<file path="src/rtl/bus_arbiter.sv">
// bus_arbiter -- shares one memory-side request port between the core's
// instruction-fetch port (ibus) and data port (dbus).
//
// Ports
//   clk, reset             clock; synchronous active-low reset
//   ireq_valid/addr        fetch request (sampled only in IDLE)
//   iresp_data_ok/data     fetch response: 1-cycle pulse with a 32-bit word
//   dreq_valid/addr/size/strobe/data
//                          data request; strobe == 0 means read
//   dresp_data_ok/data     data response: 1-cycle pulse with 64-bit read data
//   creq_*                 memory request, driven only from latched registers
//   cresp_ready/last/data  memory response: ready = accepted, last = data beat
//
// Build option
//   BUS_ARB_DPRIO_EN       when defined, dbus always wins simultaneous
//                          requests; otherwise ibus/dbus alternate round-robin.
//
// Flow: IDLE -> REQ -> (WAIT) -> RESP -> IDLE. A transaction takes at least
// 3 cycles from request to data_ok, and one IDLE cycle separates transactions.
module bus_arbiter #(
  parameter int ADDR_W = 64
) (
  input  logic              clk,
  input  logic              reset,
  input  logic              ireq_valid,
  input  logic [ADDR_W-1:0] ireq_addr,
  output logic              iresp_data_ok,
  output logic [31:0]       iresp_data,
  input  logic              dreq_valid,
  input  logic [ADDR_W-1:0] dreq_addr,
  input  logic [2:0]        dreq_size,
  input  logic [7:0]        dreq_strobe,
  input  logic [63:0]       dreq_data,
  output logic              dresp_data_ok,
  output logic [63:0]       dresp_data,
  output logic              creq_valid,
  output logic              creq_is_write,
  output logic [ADDR_W-1:0] creq_addr,
  output logic [2:0]        creq_size,
  output logic [7:0]        creq_strobe,
  output logic [63:0]       creq_data,
  input  logic              cresp_ready,
  input  logic              cresp_last,
  input  logic [63:0]       cresp_data
);

  localparam logic [1:0] S_IDLE = 2'd0;
  localparam logic [1:0] S_REQ  = 2'd1;
  localparam logic [1:0] S_WAIT = 2'd2;
  localparam logic [1:0] S_RESP = 2'd3;

  localparam logic OWN_D = 1'b0;
  localparam logic OWN_I = 1'b1;

  logic [1:0]        state_q, state_d;
  logic              owner_q, owner_d;
  logic [ADDR_W-1:0] addr_q, addr_d;
  logic [2:0]        size_q, size_d;
  logic [7:0]        strobe_q, strobe_d;
  logic [63:0]       wdata_q, wdata_d;
  logic [31:0]       idata_q, idata_d;
  logic [63:0]       ddata_q, ddata_d;
  logic              grant_i;
  logic              capture;

`ifdef BUS_ARB_DPRIO_EN
  // Fixed priority: ibus only wins when dbus is not asking.
  assign grant_i = ireq_valid & ~dreq_valid;
`else
  // Round-robin: on a tie, the port that did not win last time goes first.
  logic last_owner_q, last_owner_d;

  assign grant_i = ireq_valid & (~dreq_valid | (last_owner_q == OWN_D));

  always_comb begin
    last_owner_d = last_owner_q;
    if (state_q == S_IDLE && (ireq_valid | dreq_valid))
      last_owner_d = grant_i ? OWN_I : OWN_D;
  end

  always_ff @(posedge clk) begin
    if (!reset) last_owner_q <= OWN_D;
    else        last_owner_q <= last_owner_d;
  end
`endif

  always_comb begin
    state_d  = state_q;
    owner_d  = owner_q;
    addr_d   = addr_q;
    size_d   = size_q;
    strobe_d = strobe_q;
    wdata_d  = wdata_q;
    idata_d  = idata_q;
    ddata_d  = ddata_q;
    capture  = 1'b0;
    case (state_q)
      S_IDLE: begin
        if (ireq_valid | dreq_valid) begin
          state_d = S_REQ;
          if (grant_i) begin
            // Fetches are always 32-bit reads.
            owner_d  = OWN_I;
            addr_d   = ireq_addr;
            size_d   = 3'b010;
            strobe_d = 8'h00;
            wdata_d  = 64'h0;
          end else begin
            owner_d  = OWN_D;
            addr_d   = dreq_addr;
            size_d   = dreq_size;
            strobe_d = dreq_strobe;
            wdata_d  = dreq_data;
          end
        end
      end
      S_REQ: begin
        if (cresp_ready) begin
          // Zero-wait memory may return the beat together with the accept.
          if (cresp_last) begin
            capture = 1'b1;
            state_d = S_RESP;
          end else begin
            state_d = S_WAIT;
          end
        end
      end
      S_WAIT: begin
        if (cresp_last) begin
          capture = 1'b1;
          state_d = S_RESP;
        end
      end
      S_RESP:  state_d = S_IDLE;
      default: state_d = S_IDLE;
    endcase

    // Each port keeps its own data register so a response on one port never
    // disturbs the value held on the other.
    if (capture) begin
      if (owner_q == OWN_I) idata_d = addr_q[2] ? cresp_data[63:32] : cresp_data[31:0];
      else                  ddata_d = cresp_data;
    end
  end

  always_ff @(posedge clk) begin
    if (!reset) begin
      state_q  <= S_IDLE;
      owner_q  <= OWN_D;
      addr_q   <= '0;
      size_q   <= 3'b000;
      strobe_q <= 8'h00;
      wdata_q  <= 64'h0;
      idata_q  <= 32'h0;
      ddata_q  <= 64'h0;
    end else begin
      state_q  <= state_d;
      owner_q  <= owner_d;
      addr_q   <= addr_d;
      size_q   <= size_d;
      strobe_q <= strobe_d;
      wdata_q  <= wdata_d;
      idata_q  <= idata_d;
      ddata_q  <= ddata_d;
    end
  end

  assign creq_valid    = (state_q == S_REQ);
  assign creq_is_write = |strobe_q;
  assign creq_addr     = addr_q;
  assign creq_size     = size_q;
  assign creq_strobe   = strobe_q;
  assign creq_data     = wdata_q;

  assign iresp_data_ok = (state_q == S_RESP) && (owner_q == OWN_I);
  assign dresp_data_ok = (state_q == S_RESP) && (owner_q == OWN_D);
  assign iresp_data    = idata_q;
  assign dresp_data    = ddata_q;

endmodule

</file>
<file path="config.mk">
export PLATFORM = sky130hd
export DESIGN_NAME = bus_arbiter
export DESIGN_NICKNAME = d
export VERILOG_FILES = /design/src/rtl/bus_arbiter.sv
export SDC_FILE = /design/constraint.sdc
export NUM_CORES = 1
export LEC_CHECK = 0
export ABC_AREA = 1
export BUFFER_PORTS_ARGS = -buffer_cell sky130_fd_sc_hd__buf_4
export CAP_MARGIN = 10
export CORE_AREA = 2 2 200 202
export CTS_BUF_LIST = sky130_fd_sc_hd__clkbuf_4
export DETAILED_ROUTE_END_ITERATION = 6
export DIE_AREA = 0 0 202 204
export PLACE_DENSITY = 0.49
export SETUP_SLACK_MARGIN = 0.5
export SLEW_MARGIN = 40
export SYNTH_ARGS = -nofsm -noshare
export SYNTH_HDL_FRONTEND = slang
export SYNTH_SLANG_ARGS = --single-unit
export TNS_END_PERCENT = 5
</file>
<file path="constraint.sdc">
create_clock -name clk -period 4.65 [get_ports clk]
set_input_delay 0.93 -clock clk [delete_from_list [all_inputs] [get_ports clk]]
set_output_delay 0.93 -clock clk [all_outputs]
set_load 0.005 [all_outputs]
</file>
==> metrics.json, run 1 <==
{
  "outcome": {
    "status": "finished clean"
  },
  "run": {
    "drv_cap": 0
  },
  "critical_path": {
    "cp-end-kind": "output pin",
    "critPathRequiredTime_ns": 3.72,
    "cp_max_fanout": 66,
    "timing.reg2reg.worst_path_depth": 7,
    "critical_path_arrival_ns": 1.82,
    "worstSetupPathType": "reg2out",
    "worst_setup_path_start_kind": "register"
  },
  "die": {
    "ioPinCount": 512,
    "core_um2": 39180,
    "initial_utilization_pct": 26.12,
    "die_area_um2": 41210,
    "die_h_um": 204,
    "die_width_um": 202,
    "rows": 73
  },
  "global_route": {
    "grt_first_pass_wirelength_um": 63210,
    "grt_util_all_layers_pct": 19.74,
    "pin_count_of_the_biggest_net_entering_global_routing": 163,
    "grt_pass1_vias": 10740,
    "remaining_global_route_overflow": 0,
    "antenna_found_initial": 7
  },
  "routing": {
    "ant_nets": 0,
    "routed_wirelength_um": 42280,
    "detail_route.vias_per_cell": 4.302,
    "first_iter_violations": 535,
    "drt_first_pass_iters": 5,
    "remaining_drc_errors": 0,
    "num_vias": 11080,
    "post_drt_wl_per_cell_um": 16.42
  },
  "clock_tree": {
    "clock_latency_ns": 0.72,
    "ctsLongestPathBuffers": 3,
    "holdBufCountCts": 0,
    "htree_num_levels": 3,
    "clk_root_buffer_cell": "sky130_fd_sc_hd__clkbuf_4",
    "worst_setup_hold_path_clk_slew_ns": 0.06,
    "clock_sinks": 238,
    "cts-buffers-inserted": 73,
    "post_cts.resized_instances": 0,
    "cts_setup_buffers": 0,
    "cts_tree": "yes"
  },
  "hold_path": {
    "holdCritPathClass": "in2reg",
    "hold_depth": 3
  },
  "timing": {
    "setup_tns_after_final_layout_ns": 0,
    "setup_violations": 0,
    "hold_viol_final": 0,
    "worst_hold_slack_ns": 0.4183,
    "final_worst_path_period_share_pct": 59.18,
    "postLayoutSetupSlackWorst_ns": 1.898,
    "worst_pin_slew_ns": 0.8202,
    "period_needed_ns": 2.752,
    "worst_clock_skew_ns": 0.04092,
    "slew-limit-headroom_pct": 45.32,
    "setup_repair_after_global_routing_missed_its_margin": "false",
    "max_freq_mhz": 363.4,
    "timing.final.max_slew_violations": 0
  },
  "layout": {
    "sequential_cell_area_um2": 4766,
    "final_net_count": 2288,
    "multi_input_logic_area_um2": 4337,
    "layout_stage_area_growth_over_the_synthesis_result_pct": 48.03,
    "nFillCells": 4261,
    "layout-drive-gt1-share_pct": 31.12
  },
  "place": {
    "dp.final_hpwl_um": 30080,
    "place_ws_ns": 1.834,
    "port_buffers": 511,
    "gp_routability_congestion": 0.8748
  },
  "synthesis": {
    "ys.warnings.count": 0,
    "asyncSetResetFlopFracSynth_pct": 0,
    "yosys.area.top_type_share_pct": 46.55,
    "netlist-cell-type-count": 21,
    "avgSynthCellArea_um2": 6.751,
    "syn-num-nets": 1794,
    "synth.yosys.seq_area_share_pct": 46.55,
    "synth_enable_flop_cells": 0,
    "synth-main-ff-cell": "sky130_fd_sc_hd__dfxtp_1",
    "postSynthRegisterBits": 238,
    "synthMostInstantiatedCell": "sky130_fd_sc_hd__nand2_1",
    "netlist.top_cell.by_area": "sky130_fd_sc_hd__dfxtp_1",
    "synth.cells.most_frequent": "sky130_fd_sc_hd__nand2_1 (442), sky130_fd_sc_hd__nor2_1 (262), sky130_fd_sc_hd__dfxtp_1 (238)",
    "syn_area_um2": 10230,
    "netlist_instances": 1516,
    "synth.top_cells.by_area": "sky130_fd_sc_hd__dfxtp_1 (47%), sky130_fd_sc_hd__nand2_1 (16%), sky130_fd_sc_hd__nor2_1 (9.6%)"
  },
  "power_and_ir_drop": {
    "p_leak_nw": 7.805,
    "final_total_power_w": 0.007569,
    "irDropWorstVdd_mv": 0.2319,
    "p_per_area_nw_per_um2": 499.6
  }
}
cells in the final DEF, fill, tap and decap left out, drive strengths merged:
cell	n
buf	524
nand2	444
nor2	262
dfxtp	238
inv	142
a21oi	140
o21ai	98
clkbuf	96
nand3	77
clkinv	9
diode	6
ha	5
bufinv	3
nor4	2
nand3b	2
nor3	1
clkinvlp	1
report_power, final:
part / internal, W / total (W) / switching (W)
sequential: 0.00248 / 0.00273 / 0.000250
clock: 0.00111 / 0.00205 / 0.000936
combinational: 0.00118 / 0.00279 / 0.00161
total: 0.00477 / 0.00757 / 0.00280
final timing paths:
check | start | endpoint | slack [ns]
min | ireq_addr[44] | creq_addr[44] | 0.42
max reg2reg | state_q[0] | creq_data[28] | 2.29
max | creq_addr[2] | creq_addr[2] | 1.90
min reg2reg | creq_data[2] | creq_data[2] | 0.46
state kept, by name (all words and copies together) (netlist names):
| register | cells |
|---|---|
| state_q | 2 |
| last_owner_q | 1 |
| dresp_data | 64 |
| creq_data | 64 |
| creq_strobe | 8 |
| iresp_data | 32 |
| creq_size | 3 |
| creq_addr | 64 |
metal layers:
layer / up-vias / routed length [um] / track usage [%] / part of all wire (%)
li1: 5703 / - / - / -
met1: 4893 / 16580 / 21.89 / 39
met2: 403 / 20470 / 33.35 / 48
met3: 74 / 4064 / 8.386 / 9.6
met4: 4 / 1133 / 7.957 / 2.7
met5: - / 29 / 0 / 0.069
worst max-delay path: stages, from the launching register on:
cell and delay (ns):
sky130_fd_sc_hd__dfxtp_2 0.31, sky130_fd_sc_hd__buf_4 0.54, sky130_fd_sc_hd__buf_4 0.22
kinds of logic (layout without fill, tap and decap cells):
group	Yosys count	count (layout)	share of synthesized area (%)
and+or+nand+nor	788	788	30.07
adders and majority gates	5	5	0.6112
other	0	6	0
DFF	238	238	46.55
buffers and inverters	247	775	11.12
AOI/OAI and AO/OA	238	238	11.64
per-stage QoR:
stage	cells	utilization [%]	instance area (um^2)
3_3_place_gp	2459	36.36	14250
2_1_floorplan	1516	-	10230
6_report	2575	38.67	15150
3_5_place_dp	2460	36.41	14270
4_1_cts	2569	38.62	15130
5_1_grt	2574	38.66	15150
area by class of cell:
cell class              count  area share (%)
flip-flops and latches    238           31.46
multi-input cells        1031           28.62
repair buffers            524           26.20
clock buffers              96           4.757
well taps                 525           4.336
inverters                 142           3.584
clock inverters            13          0.9414
diodes                      6         0.09910
No activity file was read; power rests on OpenSTA's default activity.
==> inputs of run 2 (changes only) <==
--- a/config.mk
+++ b/config.mk
@@ -8,11 +8,11 @@
 export ABC_AREA = 1
 export BUFFER_PORTS_ARGS = -buffer_cell sky130_fd_sc_hd__buf_4
 export CAP_MARGIN = 10
-export CORE_AREA = 2 2 200 202
+export CORE_AREA = 2 2 199 201
 export CTS_BUF_LIST = sky130_fd_sc_hd__clkbuf_4
 export DETAILED_ROUTE_END_ITERATION = 6
-export DIE_AREA = 0 0 202 204
-export PLACE_DENSITY = 0.49
+export DIE_AREA = 0 0 201 203
+export PLACE_DENSITY = 0.51
 export SETUP_SLACK_MARGIN = 0.5
 export SLEW_MARGIN = 40
 export SYNTH_ARGS = -nofsm -noshare
==> constraint.sdc (replaced) <==
create_clock -name clk -period 2.4 [get_ports clk]
set_input_delay 0.48 -clock clk [delete_from_list [all_inputs] [get_ports clk]]
set_output_delay 0.48 -clock clk [all_outputs]
set_load 0.005 [all_outputs]
==> metrics.json, run 2 (synthesis gave the netlist of run 1 again) <==
{
  "critical_path": {
    "critical_path_arrival_ns": 1.55,
    "timing.reg2reg.worst_path_depth": 6,
    "slowest_delay_ns": 0.33,
    "critPathRequiredTime_ns": 1.92,
    "worstSetupPathType": "reg2out",
    "cp_max_fanout": 2,
    "reg2reg_slack_ns": 0.39,
    "cp-end-kind": "output pin",
    "worst_setup_path_start_kind": "register",
    "worstReg2RegStart": "state_q[0]",
    "cpMaxStageDelayCell": "sky130_fd_sc_hd__dfxtp_2",
    "worstReg2RegEnd": "creq_data[32]",
    "crit_chain": "nor4_4, nand2_1, buf_4"
  },
  "power_and_ir_drop": {
    "p_per_area_nw_per_um2": 864.0,
    "irDropWorstVdd_mv": 0.4960,
    "final_total_power_w": 0.01558,
    "p_leak_nw": 9.019
  },
  "die": {
    "die_width_um": 201,
    "core_um2": 38470,
    "rows": 72,
    "ioPinCount": 512,
    "die_h_um": 203,
    "die_area_um2": 40800,
    "initial_utilization_pct": 26.61
  },
  "layout": {
    "layout_stage_area_growth_over_the_synthesis_result_pct": 76.15,
    "layout-drive-gt1-share_pct": 29.09,
    "nFillCells": 3880,
    "sequential_cell_area_um2": 4780,
    "final_common_cell": "sky130_fd_sc_hd__buf_4",
    "layoutNonFillerInstCount": 2843,
    "final_cell_mix": "sky130_fd_sc_hd__buf_4 (533), sky130_fd_sc_hd__nand2_1 (442), sky130_fd_sc_hd__nor2_1 (261)",
    "final_net_count": 2562,
    "multi_input_logic_area_um2": 4402
  },
  "hold_path": {
    "whs_endpoint": "creq_addr[38]",
    "holdCritStartpoint": "dreq_addr[38]",
    "holdCritPathClass": "in2reg",
    "hold_depth": 5
  },
  "place": {
    "dp.final_hpwl_um": 30660,
    "port_buffers": 511,
    "place_ws_ns": 0.3878,
    "dp_cells": 2468,
    "gp_routability_congestion": 0.8808
  },
  "clock_tree": {
    "cts-buffers-inserted": 73,
    "clock_sinks": 238,
    "htree_num_levels": 3,
    "clock_latency_ns": 0.74,
    "cts_tree": "yes",
    "worst_setup_hold_path_clk_slew_ns": 0.06,
    "clk_root_buffer_cell": "sky130_fd_sc_hd__clkbuf_4",
    "ctsLongestPathBuffers": 3
  },
  "routing": {
    "detail_route.vias_per_cell": 4.326,
    "first_iter_violations": 517,
    "num_vias": 12300,
    "ant_nets": 0,
    "post_drt_wl_per_cell_um": 15.57,
    "drt_first_pass_iters": 5,
    "remaining_drc_errors": 0,
    "routed_wirelength_um": 44270
  },
  "timing": {
    "worst_clock_skew_ns": 0.04072,
    "setup_violations": 0,
    "worst_pin_slew_ns": 0.8359,
    "hold_viol_final": 0,
    "setup_repair_after_global_routing_missed_its_margin": "true",
    "timing.final.max_slew_violations": 0,
    "final_worst_path_period_share_pct": 84.78,
    "slew-limit-headroom_pct": 44.27,
    "postLayoutSetupSlackWorst_ns": 0.3653,
    "period_needed_ns": 2.035,
    "max_freq_mhz": 491.5,
    "setup_tns_after_final_layout_ns": 0
  },
  "global_route": {
    "grt_first_pass_wirelength_um": 68090,
    "antenna_found_initial": 10,
    "remaining_global_route_overflow": 0,
    "grt_util_all_layers_pct": 20.99,
    "grt_pass1_vias": 12570,
    "pin_count_of_the_biggest_net_entering_global_routing": 98
  },
  "run": {
    "drv_cap": 0
  },
  "outcome": {
    "status": "finished clean"
  }
}
## run 2: cell count changes in the layout (fill, tap and decap cells not counted), sizes merged
cell	delta
dlygate4sd3	+249
buf	+23
clkinv	-2
diode	+2
inv	+2
clkinvlp	+1
## run 2: critical path: cells and delay by family, from the launching register on
kind          cells  cell delay (ns)
flops             1             0.33
simple gates      2             0.35
buf+inv           1             0.14
## run 2: how the worst max path moves through the flow
stage | end | startpoint | cells after the start
after global placement | dresp_data[52] | state_q[0] | 8
after global routing | creq_is_write | creq_strobe[2] | 3
after floorplan | iresp_data[23] | state_q[0] | 9
final | creq_is_write | creq_strobe[2] | 3
after CTS | creq_is_write | creq_strobe[2] | 3
after detailed placement | dresp_data[58] | state_q[0] | 9
## run 2: what timing repair did
item	in CTS	in global routing
hold buffers	249	0
endpoints found under the hold margin	203	0
buffers inserted	4	4
cloned	0	2
pin swaps	3	3
gates resized for setup	13	13
setup endpoints to repair	173	145
## run 2: layout make-up
class	count	share of cell area, %
Clock inverter	12	0.7565
Timing Repair inverter	2	0.09716
Multi-Input combinational cell	1031	24.42
Sequential cell	238	26.51
Clock buffer	96	3.998
Timing Repair Buffer	796	37.48
Antenna cell	8	0.1110
Tap cell	518	3.595
Inverter	142	3.040
## run 2: power breakdown
group	total (W)	switching (W)	internal, W	leakage, nW
sequential	0.00537	0.000544	0.00483	1.95
combinational	0.00625	0.00339	0.00286	6.57
clock	0.00395	0.00181	0.00214	0.501
## run 2: per-stage QoR
step | cell area [um^2] | hold slack, ns | utilization [%]
floorplan | 10230 | 0.4606 | -
finish | 18030 | 0.08212 | 46.87
detailed placement | 14490 | 0.4571 | 37.66
global placement | 14490 | 0.4531 | 37.66
global route | 18030 | 0.04489 | 46.86
CTS | 17910 | 0.001541 | 46.55
## run 2: metal layers
layer | GRT usage [%] | part of all wire [%]
met5 | 0 | 0.047
met1 | 23.04 | 39
met2 | 36.31 | 49
met4 | 9.392 | 3.4
met3 | 7.640 | 8.3
==> inputs of run 3 (changes only) <==
--- a/config.mk
+++ b/config.mk
@@ -8,11 +8,11 @@
 export ABC_AREA = 1
 export BUFFER_PORTS_ARGS = -buffer_cell sky130_fd_sc_hd__buf_4
 export CAP_MARGIN = 10
-export CORE_AREA = 2 2 199 201
+export CORE_AREA = 2 2 200 202
 export CTS_BUF_LIST = sky130_fd_sc_hd__clkbuf_4
 export DETAILED_ROUTE_END_ITERATION = 6
-export DIE_AREA = 0 0 201 203
-export PLACE_DENSITY = 0.51
+export DIE_AREA = 0 0 202 204
+export PLACE_DENSITY = 0.49
 export SETUP_SLACK_MARGIN = 0.5
 export SLEW_MARGIN = 40
 export SYNTH_ARGS = -nofsm -noshare
==> constraint.sdc (replaced) <==
create_clock -name clk -period 1.9 [get_ports clk]
set_input_delay 0.38 -clock clk [delete_from_list [all_inputs] [get_ports clk]]
set_output_delay 0.38 -clock clk [all_outputs]
set_load 0.005 [all_outputs]
==> metrics.json, run 3 (synthesis gave the netlist of run 1 again) <==
{
  "global_route": {
    "grt_pass1_vias": 13260,
    "remaining_global_route_overflow": 0,
    "antenna_found_initial": 13,
    "grt_first_pass_wirelength_um": 72370,
    "pin_count_of_the_biggest_net_entering_global_routing": 77,
    "grt_util_all_layers_pct": 22.29
  },
  "die": {
    "ioPinCount": 512,
    "core_um2": 39180,
    "initial_utilization_pct": 26.12,
    "rows": 73,
    "die_h_um": 204,
    "die_area_um2": 41210,
    "die_width_um": 202
  },
  "place": {
    "gp_routability_congestion": 0.8532,
    "port_buffers": 511,
    "dp.final_hpwl_um": 31130
  },
  "power_and_ir_drop": {
    "irDropWorstVdd_mv": 0.9495,
    "switchingPower_w": 0.009449,
    "power.internal_w": 0.01487,
    "p_per_area_nw_per_um2": 1106,
    "power_switching_share_pct": 38.86,
    "comb_power_share_pct": 48.4,
    "p_leak_nw": 10.22,
    "sequential_fraction_of_design_power_pct": 29.8,
    "p_clk_share_pct": 21.7
  },
  "clock_tree": {
    "cts-buffers-inserted": 71,
    "cts_tree": "yes",
    "clock_sinks": 238,
    "clock_latency_ns": 0.75,
    "htree_num_levels": 3,
    "ctsLongestPathBuffers": 3,
    "clk_root_buffer_cell": "sky130_fd_sc_hd__clkbuf_4",
    "worst_setup_hold_path_clk_slew_ns": 0.05
  },
  "timing": {
    "setup_repair_after_global_routing_missed_its_margin": "true",
    "worst_clock_skew_ns": 0.05153,
    "slew-limit-headroom_pct": 53.63,
    "final_worst_path_period_share_pct": 102.7,
    "worst_hold_slack_ns": 0.1209,
    "timing.final.max_slew_violations": 0,
    "postLayoutSetupSlackWorst_ns": -0.05166,
    "setup_violations": 1,
    "worst_pin_slew_ns": 0.6956,
    "hold_viol_final": 0,
    "period_needed_ns": 1.952,
    "max_freq_mhz": 512.4
  },
  "routing": {
    "num_vias": 12980,
    "post_drt_wl_per_cell_um": 17.17,
    "drt_first_pass_iters": 7,
    "remaining_drc_errors": 0,
    "first_iter_violations": 493,
    "detail_route.vias_per_cell": 4.475,
    "ant_nets": 0,
    "routed_wirelength_um": 49800
  },
  "critical_path": {
    "cp_max_fanout": 3,
    "worstSetupPathType": "reg2out",
    "critical_path_arrival_ns": 1.57,
    "worst_setup_path_start_kind": "register",
    "critPathRequiredTime_ns": 1.52,
    "cp-end-kind": "output pin"
  },
  "layout": {
    "layout-drive-gt1-share_pct": 56.86,
    "final_cell_mix": "sky130_fd_sc_hd__buf_4 (284), sky130_fd_sc_hd__dlygate4sd3_1 (268), sky130_fd_sc_hd__buf_6 (246)",
    "post_layout_utilization_of_the_core_pct": 56.11,
    "nFillCells": 3507,
    "final_common_cell": "sky130_fd_sc_hd__buf_4",
    "final_net_count": 2594,
    "layout_stage_area_growth_over_the_synthesis_result_pct": 114.8
  },
  "run": {
    "drv_cap": 0
  },
  "outcome": {
    "failed_checks": "setup timing",
    "status": "finished with violations"
  },
  "hold_path": {
    "holdCritPathClass": "in2reg"
  }
}
==> run 3: final timing paths <==
kind,from,endpoint,slack (ns),cells after the start
hold / removal,cresp_last,state_q[0],0.12,5
hold reg to reg,creq_data[18],creq_data[18],0.46,2
setup reg to reg,state_q[1],dresp_data[55],0.08,13
setup / recovery,creq_strobe[0],creq_is_write,-0.05,3
==> run 3: layer usage <==
| metal | global-route usage, % | share of wire (%) | vias to the layer above |
|---|---|---|---|
| li1 | - | - | 6348 |
| met1 | 24.02 | 38 | 6021 |
| met2 | 38.43 | 50 | 475 |
| met3 | 7.956 | 7.9 | 133 |
| met4 | 11.69 | 4.0 | 0 |
| met5 | 0 | 0 | - |
==> run 3: repair_timing <==
action / in CTS / in global routing
gates resized for setup: 678 / 432
pin swaps: 129 / 289
setup buffers: 11 / 4
gates cloned: 2 / 9
setup endpoints to repair: 465 / 476
hold buffers: 268 / 0
endpoints found under the hold margin: 234 / 0
==> run 3: worst max-delay path, cell delays in order, from the launching register on <==
cell and delay (ns):
sky130_fd_sc_hd__dfxtp_4 0.35, sky130_fd_sc_hd__nor4_2 0.26, sky130_fd_sc_hd__nand2_1 0.12, sky130_fd_sc_hd__buf_6 0.14
==> run 3: power by group through the flow <==
stage | clock network [W] | registers, W | logic (W)
2_1_floorplan | 0 | 0.00679 | 0.00403
3_3_place_gp | 0 | 0.00676 | 0.00720
3_5_place_dp | 0 | 0.00678 | 0.00726
4_1_cts | 0.00548 | 0.00710 | 0.00978
5_1_grt | 0.00577 | 0.00738 | 0.0127
6_report | 0.00529 | 0.00725 | 0.0118
==> run 3: metrics by stage <==
| step | cell area, um^2 | TNS (ns) | worst slack [ns] | power (W) | instances |
|---|---|---|---|---|---|
| final | 21990 | -0.05166 | -0.05166 | 0.02432 | 2900 |
| after global routing | 21980 | -0.3967 | -0.1925 | 0.02580 | 2899 |
| after CTS | 20280 | -0.2557 | -0.1456 | 0.02236 | 2874 |
| after detailed placement | 14540 | 0 | 0.2542 | 0.01405 | 2474 |
| after global placement | 14540 | 0 | 0.2942 | 0.01397 | 2474 |
| after floorplan | 10340 | 0 | 0.4884 | 0.01082 | 1516 |
==> run 3: layout make-up <==
cell class                      count  area (um^2)  share of cell area [%]
Timing Repair Buffer              832         8335                   37.91
Clock buffer                      104        780.7                   3.551
Multi-Input combinational cell   1031         6392                   29.07
Clock inverter                     15        138.9                  0.6317
Inverter                          142        553.0                   2.515
Antenna cell                       13        32.53                  0.1480
Tap cell                          525        656.9                   2.988
Sequential cell                   238         5097                   23.18
